===== config.mk =====
export PLATFORM = sky130hd
export DESIGN_NAME = issue_queue
export DESIGN_NICKNAME = d
export VERILOG_FILES = /design/src/rtl/issue_queue.sv
export SDC_FILE = /design/constraint.sdc
export NUM_CORES = 1
export LEC_CHECK = 0
export ABC_CLOCK_PERIOD_IN_PS = 5600
export CAP_MARGIN = 30
export CORE_UTILIZATION = 50
export DETAILED_ROUTE_END_ITERATION = 16
export GPL_TIMING_DRIVEN = 0
export HOLD_SLACK_MARGIN = 0.12
export PLACE_DENSITY = 0.69
export SLEW_MARGIN = 10
export SYNTH_ARGS = -nofsm -noshare
export SYNTH_HDL_FRONTEND = slang
export SYNTH_SLANG_ARGS = --single-unit

===== constraint.sdc =====
create_clock -name clk -period 5.6 [get_ports clk]
set_input_delay 1.12 -clock clk [delete_from_list [all_inputs] [get_ports clk]]
set_output_delay 1.12 -clock clk [all_outputs]
set_load 0.01 [all_outputs]

===== src/rtl/issue_queue.sv =====
// Out-of-order issue queue for the ALU port: holds renamed micro-ops, wakes sources
// from CDB broadcasts and offers the oldest fully-ready entry to execute.
module issue_queue #(
  parameter int DEPTH     = 8,
  parameter int TAG_W     = 6,
  parameter int PAYLOAD_W = 64,
  parameter int NUM_CDB   = 2,
  parameter int CNT_W     = $clog2(DEPTH + 1)
) (
  input  logic                     clk,
  input  logic                     reset,
  input  logic                     flush,
  input  logic                     disp_valid,
  output logic                     disp_ready,
  input  logic [TAG_W-1:0]         disp_p_dest,
  input  logic [TAG_W-1:0]         disp_p_src1,
  input  logic [TAG_W-1:0]         disp_p_src2,
  input  logic                     disp_src1_ready,
  input  logic                     disp_src2_ready,
  input  logic [PAYLOAD_W-1:0]     disp_payload,
  input  logic [NUM_CDB-1:0]       cdb_valid,
  input  logic [NUM_CDB*TAG_W-1:0] cdb_tag,
  output logic                     issue_valid,
  input  logic                     issue_ready,
  output logic [TAG_W-1:0]         issue_p_dest,
  output logic [TAG_W-1:0]         issue_p_src1,
  output logic [TAG_W-1:0]         issue_p_src2,
  output logic [PAYLOAD_W-1:0]     issue_payload,
  output logic [CNT_W-1:0]         count
);

  localparam int IDX_W = $clog2(DEPTH);

  logic [DEPTH-1:0]     valid_q, valid_d;
  logic [DEPTH-1:0]     src1_rdy_q, src1_rdy_d;
  logic [DEPTH-1:0]     src2_rdy_q, src2_rdy_d;
  logic [CNT_W-1:0]     count_q, count_d;
  logic [TAG_W-1:0]     dest_q [DEPTH];
  logic [TAG_W-1:0]     src1_q [DEPTH];
  logic [TAG_W-1:0]     src2_q [DEPTH];
  logic [PAYLOAD_W-1:0] payload_q [DEPTH];
  // older_q[i][j] set means entry j was dispatched before entry i.
  logic [DEPTH-1:0]     older_q [DEPTH];

  logic [DEPTH-1:0] eligible, sel_oh, wake1, wake2;
  logic [IDX_W-1:0] sel_idx, free_idx;
  logic             disp_fire, issue_fire;
  logic             disp_hit1, disp_hit2;

  function automatic logic cdb_match(input logic [TAG_W-1:0]         tag,
                                     input logic [NUM_CDB-1:0]       vld,
                                     input logic [NUM_CDB*TAG_W-1:0] tags);
    logic hit;
    hit = 1'b0;
    for (int k = 0; k < NUM_CDB; k++) begin
      if (vld[k] && (tags[k*TAG_W +: TAG_W] == tag)) hit = 1'b1;
    end
    return hit;
  endfunction

  assign disp_ready = (count_q < CNT_W'(DEPTH));
  assign count      = count_q;
  assign eligible   = valid_q & src1_rdy_q & src2_rdy_q;
  assign issue_valid = |eligible;
  assign disp_fire  = disp_valid && disp_ready && !flush && !reset;
  assign issue_fire = issue_valid && issue_ready && !flush && !reset;
  assign disp_hit1  = cdb_match(disp_p_src1, cdb_valid, cdb_tag);
  assign disp_hit2  = cdb_match(disp_p_src2, cdb_valid, cdb_tag);

  // An entry wins select when no other eligible entry is older than it.
  always_comb begin
    sel_idx = '0;
    for (int i = 0; i < DEPTH; i++) begin
      sel_oh[i] = eligible[i] && ~|(older_q[i] & eligible);
      wake1[i]  = cdb_match(src1_q[i], cdb_valid, cdb_tag);
      wake2[i]  = cdb_match(src2_q[i], cdb_valid, cdb_tag);
      if (sel_oh[i]) sel_idx = IDX_W'(i);
    end
  end

  always_comb begin
    free_idx = '0;
    for (int i = DEPTH - 1; i >= 0; i--) begin
      if (!valid_q[i]) free_idx = IDX_W'(i);
    end
  end

  always_comb begin
    issue_p_dest  = '0;
    issue_p_src1  = '0;
    issue_p_src2  = '0;
    issue_payload = '0;
    if (issue_valid) begin
      issue_p_dest  = dest_q[sel_idx];
      issue_p_src1  = src1_q[sel_idx];
      issue_p_src2  = src2_q[sel_idx];
      issue_payload = payload_q[sel_idx];
    end
  end

  // NOTE: every signal assigned in this always_comb receives a default first,
  // so no path through the block can leave it unassigned and infer a latch.
  always_comb begin
    valid_d    = valid_q;
    src1_rdy_d = src1_rdy_q | wake1;
    src2_rdy_d = src2_rdy_q | wake2;
    count_d    = count_q + CNT_W'(disp_fire) - CNT_W'(issue_fire);
    if (issue_fire) valid_d[sel_idx] = 1'b0;
    if (disp_fire) begin
      valid_d[free_idx]    = 1'b1;
      src1_rdy_d[free_idx] = disp_src1_ready || disp_hit1;
      src2_rdy_d[free_idx] = disp_src2_ready || disp_hit2;
    end
    if (flush) begin
      valid_d = '0;
      count_d = '0;
    end
  end

  always_ff @(posedge clk) begin
    if (reset) begin
      valid_q    <= '0;
      src1_rdy_q <= '0;
      src2_rdy_q <= '0;
      count_q    <= '0;
    end else begin
      valid_q    <= valid_d;
      src1_rdy_q <= src1_rdy_d;
      src2_rdy_q <= src2_rdy_d;
      count_q    <= count_d;
    end
  end

  // NOTE: entry storage and age bits are not reset; they are only observed
  // through an entry whose valid bit is set, and that is always written first.
  always_ff @(posedge clk) begin
    if (disp_fire) begin
      dest_q[free_idx]    <= disp_p_dest;
      src1_q[free_idx]    <= disp_p_src1;
      src2_q[free_idx]    <= disp_p_src2;
      payload_q[free_idx] <= disp_payload;
      for (int i = 0; i < DEPTH; i++) begin
        if (IDX_W'(i) == free_idx) older_q[i] <= valid_q;
        else                       older_q[i][free_idx] <= 1'b0;
      end
    end
  end

endmodule


==> flow_summary.ini <==
[clock_tree]
clk_path_buf_depth = 3
cts-root-buf = clkbuf_16
cts_tree = done
numClockSinks = 740
clkLatencyLatePin_ps = 620
htree_num_levels = 3
clk_pin_slew_ps = 60
cts_buffers = 77

[logic_synthesis]
syn_nets = 2398
synth-edff-count = 704
synth_area_sq_um = 32100
synth-compound-area-share_pct = 14.7
avgSynthCellArea_sq_um = 14.0
synthFlopType = edfxtp_1
synth.top_cell.area_share_pct = 65.9
yosysSeqAreaShare_pct = 68.1
synthAdderAreaFrac_pct = 0.218
yosysWarnings = 0
synth_xor_area_share_pct = 5.98
ys_ff_latch = 740
syn_inst = 2290
ys_types = 62
muxShareOfSynthArea_pct = 0.749
synth_top_cell_by_area = edfxtp_1
synth_area_leaders = edfxtp_1, a211oi_1, xor2_1, xnor2_1, dfxtp_1
synth_top_family_by_area = compound AO/OA/AOI/OAI gates
synth-async-reset-ratio_pct = 0
synth-simple-area-share_pct = 6.72

[timing]
maxSlewHeadroom_pct = 36.0
finalSetupViolCount = 1
fmax_ghz = 0.179
skew_ps = 18.9
tightest_slew_ps = 960
slew_violations = 0
fin_crit_sh_pct = 100
holdWs_ps = 481
setup_slack_ps = -1.16
min_period_ps = 5600
timing.final.hold_violations = 0

[floorplan]
start_util_pct = 50.8
fp.dieH_microns = 255
io_pins = 191
rows = 92
die_x_microns = 255
coreArea_sq_um = 63200
die_area_sq_um = 65200

[place]
gp_congestion = 0.953
placed_cells = 3320
port_buffers = 175
dp_hpwl_microns = 60400

[setup_path]
arrival_ps = 4480
cp-end-kind = output pin
path_max_fanout = 10
path_class = register to output pin
start_kind = register
crit_required_ps = 4480

[outcome]
violations = setup timing
outcome = finished with violations

[route]
dr_total_vias = 21800
drt_iter0_drc = 2631
first_pass_iters = 6
wl_per_cell_microns = 27.4
drt_wl_total_microns = 95000
final_antenna_net_count = 0
drc_errors = 0
vias_per_cell = 6.29

[global_routing]
antenna_found_initial = 3
gr-usage-all-layers_pct = 29.2
grt_pass1_wl_microns = 139000
grt_pass1_vias = 22100
grt_max_degree = 74
grt-ovfl-total = 0

[finish]
n_fill_cell = 4800
multi_input_area_sq_um = 9210
seq_area_sq_um = 21900
drive_gt1_share_pct = 13.3
syn2layout_area_growth_pct = 18.2
fin_cells = 3470
n_antenna_cell = 0
fin_nets = 2667

[worst_hold_path]
hp-class = register to register

[flow_run]
cap_violations = 0

[power_and_ir_drop]
p_leak_uw = 0.0121
peakVddDrop_v = 0.000296
pwr_density_cell_nw_per_um2 = 304
power_uw = 11500
==> cell usage after synthesis, types with 65 or more instances <==
cell and number:
o21ai_0 71, nand3_1 76, clkbuf_1 163, nand2_1 118, nor2_1 73, nand4_1 65
o221ai_1 82, xor2_1 110, a21oi_1 105, edfxtp_1 704, a211oi_1 139, xnor2_1 109
==> cells in the final DEF, fill, tap and decap left out, types with 6 or more instances in the layout <==
master	n
and2_1	10
a21oi_1	105
nor2_1	73
o211a_1	60
clkbuf_2	20
buf_6	8
nand2_1	116
inv_6	10
nor3_1	21
nand4_1	65
bufinv_16	6
clkinv_1	14
o21ai_0	71
buf_1	6
a211oi_1	129
a31o_1	16
clkbuf_1	152
a31o_2	52
buf_2	47
o21a_1	15
o221ai_1	82
edfxtp_1	704
mux2i_1	24
nor4_1	39
nand3_1	73
buf_4	13
buf_16	8
clkdlybuf4s50_1	175
clkbuf_16	81
a211oi_2	32
o221a_2	16
inv_1	24
and3_1	6
dfxtp_1	34
clkinv_2	17
xnor2_1	109
xor2_1	110
==> final timing paths <==
path / from / end / slack, ps / cells after the start
worst min register to register: older_q[1][7]$_SDFFE_PP0P_ / older_q[1][7]$_SDFFE_PP0P_ / 480 / 2
worst min-delay path: older_q[1][7]$_SDFFE_PP0P_ / older_q[1][7]$_SDFFE_PP0P_ / 480 / 2
worst max register to register: valid_q[4]$_SDFF_PP0_ / payload_q[6][20]$_DFFE_PP_ / 1740 / 9
worst max-delay path: src2_rdy_q[6]$_SDFF_PP0_ / issue_p_src1[4] / -1 / 9
==> power breakdown <==
group	leakage [uW]	switching, uW	internal, uW
sequential	0.00667	11.7	6070
combinational	0.00417	208	132
clock	0.00123	2140	2970
total	0.0121	2360	9180
==> state kept, by name, summed over array words and instances, names as in the netlist, 8 cells and up <==
signal / cells
dest_q: 48
older_q: 56
payload_q: 512
src1_q: 48
src1_rdy_q: 8
src2_q: 48
src2_rdy_q: 8
valid_q: 8
==> cell families (layout without fill, tap and decap cells) <==
logic type                 count (synthesis)  after routing
buffers and inverters                    263            597
DFF                                      740            740
muxes                                     24             24
and+or+nand+nor                          429            429
xor gates and xnor gates                 219            219
adders and majority gates                  5              5
AOI/OAI and AO/OA                        610            610
==> stage by stage <==
stage	area, sq um	setup WS [ps]	utilization (%)	TNS (ps)
4_1_cts	37900	0.106	59.9	0
5_1_grt	37900	-4.97	60.0	-10.7
3_3_place_gp	34900	-1550	55.2	-679030
6_report	37900	-1.16	60.0	-1.16
3_5_place_dp	35200	48.5	55.6	0
2_1_floorplan	32100	836	-	0
==> metal layers <==
layer / wire (microns) / GRT usage, %
met5: 40 / 0
met4: 3870 / 13.2
met3: 8830 / 6.40
met2: 45900 / 47.5
met1: 36400 / 37.7
==> worst max-delay path, stage by stage, from the launching register on <==
cell	delay [ps]
dfxtp_1	390
and3_1	310
a211oi_2	340
nand4b_1	450
and2_1	370
and2_0	160
clkbuf_1	290
buf_2	360
a211oi_1	530
clkdlybuf4s50_1	640
==> repair_timing <==
action / 4_1_cts / 5_1_grt
hold buffers: 0 / 0
pin swaps: 3 / 4
setup endpoints to repair: 82 / 81
buffers inserted: 6 / 3
resized for setup: 30 / 30
==> cell type report <==
type	instances	area share (%)
Clock inverter	46	1.06
Timing Repair Buffer	193	5.45
Tap cell	846	2.79
Multi-Input combinational cell	1287	24.3
Sequential cell	740	57.7
Clock buffer	98	5.59
Buffer	228	2.73
Inverter	32	0.422
Note: power is estimated with default switching activity, not from simulation.
